==> src/rtl/uart_tx_arbiter.sv <==
// Round-robin scheduler sharing one UART transmitter among NUM_REQ byte requesters.
// Captures a byte plus its parity config, pulses DATA_VALID, then holds everything until TX BUSY falls.
module uart_tx_arbiter #(
    parameter int unsigned  NUM_REQ      = 4,
    parameter int unsigned  DATA_WIDTH   = 8,
    parameter int unsigned  BUSY_TIMEOUT = 4,
    localparam int unsigned ID_W         = (NUM_REQ > 1) ? $clog2(NUM_REQ) : 1,
    localparam int unsigned TO_W         = (BUSY_TIMEOUT > 0) ? $clog2(BUSY_TIMEOUT + 1) : 1
) (
    input  logic                          CLK,
    input  logic                          RST,
    input  logic                          ARB_EN,
    input  logic [NUM_REQ-1:0]            REQ_VALID,
    input  logic [NUM_REQ*DATA_WIDTH-1:0] REQ_DATA,
    input  logic [NUM_REQ-1:0]            REQ_PAR_EN,
    input  logic [NUM_REQ-1:0]            REQ_PAR_TYPE,
    output logic [NUM_REQ-1:0]            REQ_ACK,
    input  logic                          TX_BUSY,
    output logic [DATA_WIDTH-1:0]         TX_P_DATA,
    output logic                          TX_DATA_VALID,
    output logic                          TX_PAR_EN,
    output logic                          TX_PAR_TYPE,
    output logic [ID_W-1:0]               GRANT_ID,
    output logic                          ARB_BUSY,
    output logic                          TIMEOUT_ERR,
    input  logic                          ERR_CLR
);

    localparam logic [ID_W-1:0] PTR_RST  = ID_W'(NUM_REQ - 1);
    localparam logic [TO_W-1:0] CNT_LAST = TO_W'(BUSY_TIMEOUT - 1);

    typedef enum logic [1:0] {
        S_IDLE,
        S_ISSUE,
        S_WAIT_BUSY,
        S_WAIT_DONE
    } state_e;

    state_e                  state_q, state_d;
    logic [ID_W-1:0]         ptr_q, ptr_d;
    logic [TO_W-1:0]         cnt_q, cnt_d;
    logic [DATA_WIDTH-1:0]   tx_data_q, tx_data_d;
    logic                    tx_par_en_q, tx_par_en_d;
    logic                    tx_par_type_q, tx_par_type_d;
    logic                    tx_dv_q, tx_dv_d;
    logic [NUM_REQ-1:0]      req_ack_q, req_ack_d;
    logic [ID_W-1:0]         grant_q, grant_d;
    logic                    arb_busy_q, arb_busy_d;
    logic                    err_q, err_d;

    logic                    found_hi, found_lo, win_found;
    logic [ID_W-1:0]         idx_hi, idx_lo, win_idx;
    logic [NUM_REQ-1:0]      win_oh;
    logic [DATA_WIDTH-1:0]   win_data;
    logic                    win_par_en, win_par_type;

    // Round-robin pick: first valid index above ptr, otherwise first valid at or below it (wrap).
    always_comb begin
        found_hi = 1'b0;
        found_lo = 1'b0;
        idx_hi   = '0;
        idx_lo   = '0;
        for (int i = 0; i < int'(NUM_REQ); i++) begin
            if (REQ_VALID[i]) begin
                if (ID_W'(i) > ptr_q) begin
                    if (!found_hi) begin
                        found_hi = 1'b1;
                        idx_hi   = ID_W'(i);
                    end
                end else if (!found_lo) begin
                    found_lo = 1'b1;
                    idx_lo   = ID_W'(i);
                end
            end
        end
        win_found = found_hi | found_lo;
        win_idx   = found_hi ? idx_hi : idx_lo;
    end

    // Winner's payload and one-hot acknowledge.
    always_comb begin
        win_oh       = '0;
        win_data     = '0;
        win_par_en   = 1'b0;
        win_par_type = 1'b0;
        for (int i = 0; i < int'(NUM_REQ); i++) begin
            if (ID_W'(i) == win_idx) begin
                win_oh[i]    = 1'b1;
                win_data     = REQ_DATA[i*DATA_WIDTH +: DATA_WIDTH];
                win_par_en   = REQ_PAR_EN[i];
                win_par_type = REQ_PAR_TYPE[i];
            end
        end
    end

    always_comb begin
        state_d       = state_q;
        ptr_d         = ptr_q;
        cnt_d         = cnt_q;
        tx_data_d     = tx_data_q;
        tx_par_en_d   = tx_par_en_q;
        tx_par_type_d = tx_par_type_q;
        tx_dv_d       = 1'b0;
        req_ack_d     = '0;
        grant_d       = grant_q;
        err_d         = ERR_CLR ? 1'b0 : err_q;

        unique case (state_q)
            S_IDLE: begin
                if (ARB_EN && !TX_BUSY && win_found) begin
                    tx_data_d     = win_data;
                    tx_par_en_d   = win_par_en;
                    tx_par_type_d = win_par_type;
                    grant_d       = win_idx;
                    ptr_d         = win_idx;
                    tx_dv_d       = 1'b1;
                    req_ack_d     = win_oh;
                    state_d       = S_ISSUE;
                end
            end
            S_ISSUE: begin
                cnt_d   = '0;
                state_d = S_WAIT_BUSY;
            end
            S_WAIT_BUSY: begin
                if (TX_BUSY) begin
                    state_d = S_WAIT_DONE;
                end else if (cnt_q == CNT_LAST) begin
                    // Set beats a same-cycle clear so a timeout is never lost.
                    err_d   = 1'b1;
                    state_d = S_IDLE;
                end else begin
                    cnt_d = cnt_q + TO_W'(1);
                end
            end
            S_WAIT_DONE: begin
                if (!TX_BUSY) begin
                    state_d = S_IDLE;
                end
            end
            default: state_d = S_IDLE;
        endcase

        arb_busy_d = (state_d != S_IDLE);
    end

    always_ff @(posedge CLK) begin
        if (RST) begin
            state_q       <= S_IDLE;
            ptr_q         <= PTR_RST;
            cnt_q         <= '0;
            tx_data_q     <= '0;
            tx_par_en_q   <= 1'b0;
            tx_par_type_q <= 1'b0;
            tx_dv_q       <= 1'b0;
            req_ack_q     <= '0;
            grant_q       <= '0;
            arb_busy_q    <= 1'b0;
            err_q         <= 1'b0;
        end else begin
            state_q       <= state_d;
            ptr_q         <= ptr_d;
            cnt_q         <= cnt_d;
            tx_data_q     <= tx_data_d;
            tx_par_en_q   <= tx_par_en_d;
            tx_par_type_q <= tx_par_type_d;
            tx_dv_q       <= tx_dv_d;
            req_ack_q     <= req_ack_d;
            grant_q       <= grant_d;
            arb_busy_q    <= arb_busy_d;
            err_q         <= err_d;
        end
    end

    assign TX_P_DATA     = tx_data_q;
    assign TX_PAR_EN     = tx_par_en_q;
    assign TX_PAR_TYPE   = tx_par_type_q;
    assign TX_DATA_VALID = tx_dv_q;
    assign REQ_ACK       = req_ack_q;
    assign GRANT_ID      = grant_q;
    assign ARB_BUSY      = arb_busy_q;
    assign TIMEOUT_ERR   = err_q;

endmodule

==> config.mk <==
export PLATFORM = sky130hd
export DESIGN_NAME = uart_tx_arbiter
export DESIGN_NICKNAME = d
export VERILOG_FILES = /design/src/rtl/uart_tx_arbiter.sv
export SDC_FILE = /design/constraint.sdc
export NUM_CORES = 1
export LEC_CHECK = 0
export BUFFER_PORTS_ARGS = -buffer_cell sky130_fd_sc_hd__buf_2
export CAP_MARGIN = 20
export CORE_UTILIZATION = 47
export CTS_BUF_LIST = sky130_fd_sc_hd__clkbuf_2
export CTS_CLUSTER_SIZE = 30
export DETAILED_ROUTE_END_ITERATION = 6
export GPL_TIMING_DRIVEN = 0
export PLACE_DENSITY = 0.88
export SLEW_MARGIN = 20
export SYNTH_ARGS = -nofsm -noshare
export SYNTH_HDL_FRONTEND = slang
export SYNTH_SLANG_ARGS = --single-unit
export TNS_END_PERCENT = 30
==> constraint.sdc <==
create_clock -name CLK -period 1.7 [get_ports CLK]
set_input_delay 0.17 -clock CLK [delete_from_list [all_inputs] [get_ports CLK]]
set_output_delay 0.17 -clock CLK [all_outputs]
set_load 0.01 [all_outputs]
==> results of run 1 <==
[cells by family (layout without fill, tap and decap cells)]
group | count (synthesis) | after routing
and+or+nand+nor | 44 | 44
AOI/OAI and AO/OA | 27 | 27
DFF | 26 | 26
muxes | 21 | 21
buffers and inverters | 12 | 85
adders and majority gates | 2 | 2
[area by class of cell]
type / count / share of cell area, %
timing repair buffer: 69 / 19.5
buffer: 8 / 3.32
clock buffer: 3 / 0.830
sequential: 26 / 28.9
clock inverter: 1 / 1.66
tap: 31 / 2.15
inverter: 4 / 0.830
multi-input combinational: 94 / 42.8
[metal layers]
layer	GRT usage, %	vias up
met5	0	-
met4	4.29	0
met3	5.81	5
met2	37.2	37
met1	23.4	561
li1	-	632
[Yosys cell counts, types with 2 or more instances]
cell type	number
o221ai_2	10
inv_1	4
ha_1	2
mux2i_1	21
nor2_2	2
buf_6	3
nor2_1	14
a21oi_1	5
nand2_1	2
nand2b_1	2
clkbuf_1	3
dfxtp_1	26
nand3b_1	11
nor2b_1	5
or3_4	2
a31oi_1	2
o21ai_1	2
[through the flow]
stage | hold WS [ps] | std cells
detailed placement | 411 | 230
CTS | 5.72 | 235
floorplan | 247 | 132
finish | 54.8 | 236
global placement | 411 | 230
global route | 16.2 | 236
[report_power, final]
| group | switching (mW) | internal (mW) | leakage (nW) | total [mW] |
|---|---|---|---|---|
| clock network | 0.190 | 0.203 | 0.0266 | 0.393 |
| logic | 0.165 | 0.170 | 0.619 | 0.334 |
| registers | 0.0225 | 0.647 | 0.212 | 0.669 |
| total | 0.378 | 1.02 | 0.858 | 1.40 |
[critical path, cell delays in order, from the launching register on]
cell      delay (ps)
dfxtp_2          400
nor2_4           120
nand4b_1         130
buf_4            190
or3_4            390
buf_6            170
o221ai_2         120
[how the worst max path moves through the flow]
stage                     startpoint      endpoint  slack (ps)  cells past startpoint
after floorplan             ptr_q[0]  TX_P_DATA[2]         160                      6
after global placement      ptr_q[0]  TX_P_DATA[7]          10                      6
after detailed placement    ptr_q[0]  TX_P_DATA[2]         -10                      6
after CTS                 state_q[0]   TX_PAR_TYPE          20                      6
after global routing        ptr_q[0]   TX_PAR_TYPE           3                      6
final                     state_q[0]   TX_PAR_TYPE         110                      6
[what timing repair did]
| action | 4_1_cts | 5_1_grt |
|---|---|---|
| hold buffers | 0 | 1 |
| hold endpoints to repair | 0 | 1 |
| setup buffers | 1 | 0 |
| pin swaps | 1 | 0 |
| setup endpoints to repair | 5 | 10 |
| resized for setup | 0 | 5 |
[registers in the layout, summed over array words and instances, names as in the netlist]
signal	count
TX_DATA_VALID	1
GRANT_ID	2
TX_PAR_EN	1
TIMEOUT_ERR	1
ptr_q	2
REQ_ACK	4
TX_P_DATA	8
cnt_q	3
ARB_BUSY	1
TX_PAR_TYPE	1
state_q	2
==> reports/metrics.cfg, run 1 <==
[status]
status=complete, no violations

[route]
route.met2.wl_um=1510
wirelength_um=3020
wl_per_cell_um=12.8
dr.first_iter.drc_count=27
wl_met1_um=1330
avgViaCountPerCell=5.23
remaining_drc_errors=0
dr_total_vias=1235
met3_length_um=151
top_layer_used=met4
ant_nets=0
drtPass1Iterations=5

[synthesis]
seq_area_frac_synth_pct=38.3
synth_xor_area_share_pct=0
synth-simple-area-share_pct=19.2
synth_nets=183
synthTopCellsByArea=dfxtp_1 38%, mux2i_1 15%, o221ai_2 11%
async_flop_share_pct=0
synth_ff_type=dfxtp_1
synth_top_family_by_area=compound AO/OA/AOI/OAI gates
synthMuxAreaShare_pct=15.5
syn_inst=132
synth_area_per_cell_um2=10.3
synthDistinctLibCells=33
synth-warning-count=0
yosys.area_share.adder_pct=1.84
synth_top_area_cell=dfxtp_1
synth_top_area_share_pct=38.3
synth-compound-area-share_pct=19.9
synth-seq-cells=26
synth_edf_count=0
mappedNetlistArea_um2=1360

[worst_setup_path]
path_max_fanout=10
critPathKind=flop to flop
reg2reg_slack_ps=110
startpoint_type=flop
cp-end-kind=flop
reg2reg_depth=6
arrival_ps=1890
r2r-end=TX_PAR_TYPE
reg2reg_from=state_q[0]
crit_required_ps=2000

[timing]
final_hold_viol_count=0
setup_tns_ps=0
setup_viol=0
slew_headroom_pct=69.6
max_freq_mhz=629
worst_pin_slew_ps=456
slew_viol_final=0
fin_ws_ps=110
fin_skew_ps=23.4
period_minus_slack_ps=1590
rsz0062_at_grt=no
finalCritPeriodShare_pct=93.5

[worst_hold_path]
hold_class=input port to flop
min_from=TX_BUSY
holdPathEnd=state_q[0]
min_delay_path_depth=3

[grt]
grt_pass1_wl_um=5040
overflow=0
antenna_found_initial=0
grt_use_total_pct=20.3
first_global_vias=1189
grt_max_degree=16

[placed_design]
placed_area_um2=1730
place_congestion=0.807
place_ws_ps=-14.0
hpwl_um=2370
portBuffers=67

[die]
core_um2=2760
boundaryPins=68
rows=19
initial_core_util_pct=49.3
die_h_um=55.8
die_area_um2=3110
die_w_um=55.8

[finish]
nets=257
layout-drive-gt1-share_pct=47.3
multi_input_area_um2=774
fin_util_pct=65.6
fill_cells=230
seqCellArea_um2=522
mostFrequentLayoutCells=67 x buf_2, 25 x dfxtp_1, 21 x mux2i_1, 13 x nor2_1, 11 x nand3b_1
final_area_um2=1810
syn2layout_area_growth_pct=32.9
final_common_cell=buf_2
diodes=0

[pwr]
p_per_area_nw_per_um2=772
leakagePower_nw=0.858
irDropWorstVdd_mv=0.934
p_total_mw=1.40

[clock_network]
insertion_delay_ps=370
htreeDepth=1
clock_path_buffers=2
numCtsBuffers=3
clk_pin_slew_ps=260
cts-root-buf=clkbuf_2
cts_tree=done
cts_sinks=26

[run]
cap_violations=0

Note: power is estimated with default switching activity, not from simulation.
==> run 2, diff against run 1 <==
CELL_PAD_IN_SITES_DETAIL_PLACEMENT = 2   (was not set)
CELL_PAD_IN_SITES_GLOBAL_PLACEMENT = 2   (was not set)
CORE_UTILIZATION = 27   (was 47)
HOLD_SLACK_MARGIN = 0.12   (was not set)
==> run 2 against run 1 <==
Net effect: combinational power rose by 40%; count of clock-buffer cells in the layout is the same; largest power group unchanged; non-clock buffer count rose by 43; global-route usage decreased by 0.33 points; final area up 27%; flip-flop and latch count unchanged; critical endpoint is now TX_PAR_EN; register-to-register slack got worse by 97 ps; first-iteration DRC count shrank 22%.
==> reports/metrics.cfg, run 2 (synthesized netlist as in run 1, its figures left out) <==
[timing]
fin_ws_ps=13.2  ; -96.6 ps
fin_skew_ps=6.68  ; -16.7 ps
finalCritPeriodShare_pct=99.2  ; +5.7 points
max_freq_mhz=593  ; -5.7%
setup_viol=0  ; unchanged
period_minus_slack_ps=1690  ; +96.6 ps
setup_tns_ps=0  ; unchanged
slew_viol_final=0  ; unchanged
rsz0062_at_grt=yes
worst_pin_slew_ps=486  ; +29.9 ps
final_hold_viol_count=0  ; unchanged
holdWs_ps=162  ; +107 ps
slew_headroom_pct=67.6  ; -2.0 points

[finish]
final_area_um2=2290  ; +27%
multi_input_area_um2=790  ; +1.9%
final_common_cell=buf_2
largest_reg_flops=8  ; unchanged
final_cells=315  ; +33%
syn2layout_area_growth_pct=68.2
diodes=0  ; unchanged
fill_cells=537  ; +130%
fin_util_pct=47.8  ; -18 points
mostFrequentLayoutCells=67 x buf_2, 42 x dlygate4sd3_1, 25 x dfxtp_1, 17 x mux2i_1, 13 x nor2_1
nets=300  ; +17%
layout-drive-gt1-share_pct=41.1  ; -6.2 points
seqCellArea_um2=522  ; unchanged

[worst_setup_path]
startpoint_type=flop
cp-end-kind=flop
path_max_fanout=4  ; -6
path_delay_family=compound AO/OA/AOI/OAI gates
crit_required_ps=2000  ; about the same
cp_cell_sequence=nand2b_1 -> a21boi_1 -> o211ai_4 -> buf_4 -> mux2i_1 -> o221ai_2
critPathKind=flop to flop
arrival_ps=1990  ; +100 ps
crit_buf_inv=1  ; -1
cp_slowest_stage_delay_ps=390  ; about the same
slowest_stage=dfxtp_1

[pwr]
leakagePower_nw=1.03  ; +20%
pwr-share-comb_pct=33.5  ; +9.6 points
switching_share_pct=32.0  ; +5.0 points
irDropWorstVdd_mv=0.232  ; -75%
power.switching_mw=0.449  ; +19%
clockPowerShare_pct=18.5  ; -9.6 points
p_int_mw=0.952  ; -6.5%
pwr-share-seq_pct=48.0  ; about the same
p_per_area_nw_per_um2=613  ; -21%
p_total_mw=1.40  ; +0.34%

[clock_network]
cts_tree=done
numCtsBuffers=3  ; unchanged
cts_sinks=26  ; unchanged
clk_pin_slew_ps=280  ; +20 ps
htreeDepth=1  ; unchanged
clock_path_buffers=2  ; unchanged
insertion_delay_ps=370  ; about the same
cts-root-buf=clkbuf_2

[placed_design]
place_ws_ps=-69.7  ; -55.8 ps
portBuffers=67  ; unchanged
hpwl_um=3230  ; +36%
place_congestion=0.743  ; -7.9%
dp_cells=266  ; +16%
placed_area_um2=1780  ; +2.6%

[run]
cap_violations=0  ; unchanged

[die]
core_um2=4790  ; +74%
initial_core_util_pct=28.4  ; -21 points
die_w_um=73.0  ; +31%
die_h_um=73.0  ; +31%
die_area_um2=5330  ; +71%
rows=25  ; +6
boundaryPins=68  ; unchanged

[grt]
overflow=0  ; unchanged
grt_pass1_wl_um=7850  ; +56%
grt_max_degree=15  ; -1
grt_use_total_pct=20.0  ; -0.33 points
antenna_found_initial=0  ; unchanged
first_global_vias=1625  ; +37%

[route]
remaining_drc_errors=0  ; unchanged
wl_per_cell_um=18.6  ; +45%
dr_total_vias=1483  ; +20%
ant_nets=0  ; unchanged
dr.first_iter.drc_count=21  ; -22%
drtPass1Iterations=4  ; -1
avgViaCountPerCell=4.71  ; -10%
wirelength_um=5860  ; +94%

[worst_hold_path]
hold_class=input port to flop

[status]
status=complete, no violations

## run 2: cell types whose count changed in the layout (fill, tap and decap cells not counted)
cell and delta:
bufinv_16 -1, clkinv_1 +1, buf_8 +1, mux2i_1 -4
buf_12 +1, dlygate4sd3_1 +41, mux2i_2 +4
## run 2: repair_timing
action,CTS,global route
endpoints found under the hold margin,13,5
hold buffers,33,9
buffers inserted,2,1
setup endpoints to repair,10,11
gates resized for setup,2,12
pin swaps,1,2
## run 2: final timing paths
path | from | end | slack (ps) | cells past startpoint
worst max-delay path | ptr_q[0] | TX_PAR_EN | 10 | 6
worst min-delay path | REQ_DATA[24] | TX_P_DATA[0] | 160 | 3
worst max register to register | ptr_q[0] | TX_PAR_EN | 10 | 6
worst min register to register | cnt_q[0] | cnt_q[0] | 520 | 2
## run 2: cell type report
type                            count  share of cell area, %
Buffer                              8                   3.50
Clock buffer                        3                  0.656
Clock inverter                      1                  0.164
Inverter                            4                  0.656
Multi-Input combinational cell     94                   34.5
Sequential cell                    26                   22.8
Tap cell                           67                   3.67
Timing Repair Buffer              112                   34.0
## run 2: layer usage
layer  GRT usage, %  vias to the layer above  wire length (µm)
li1               -                      714                 -
met1           20.9                      717              2170
met2           40.3                       46              3450
met3           2.90                        6               160
met4           6.32                        0                73
met5              0                        -                 0
## run 2: worst min-delay path, delay by kind of cell
family	cells	cell delay (ps)
AOI/OAI and AO/OA	1	190
muxes	1	100
buffers and inverters	1	80
## run 2: power groups by stage
stage / clock (mW) / combinational, mW / sequential [mW]
final: 0.259 / 0.469 / 0.673
after global routing: 0.292 / 0.502 / 0.676
after CTS: 0.259 / 0.415 / 0.670
after detailed placement: 0 / 0.343 / 0.681
after global placement: 0 / 0.335 / 0.679
after floorplan: 0 / 0.196 / 0.690
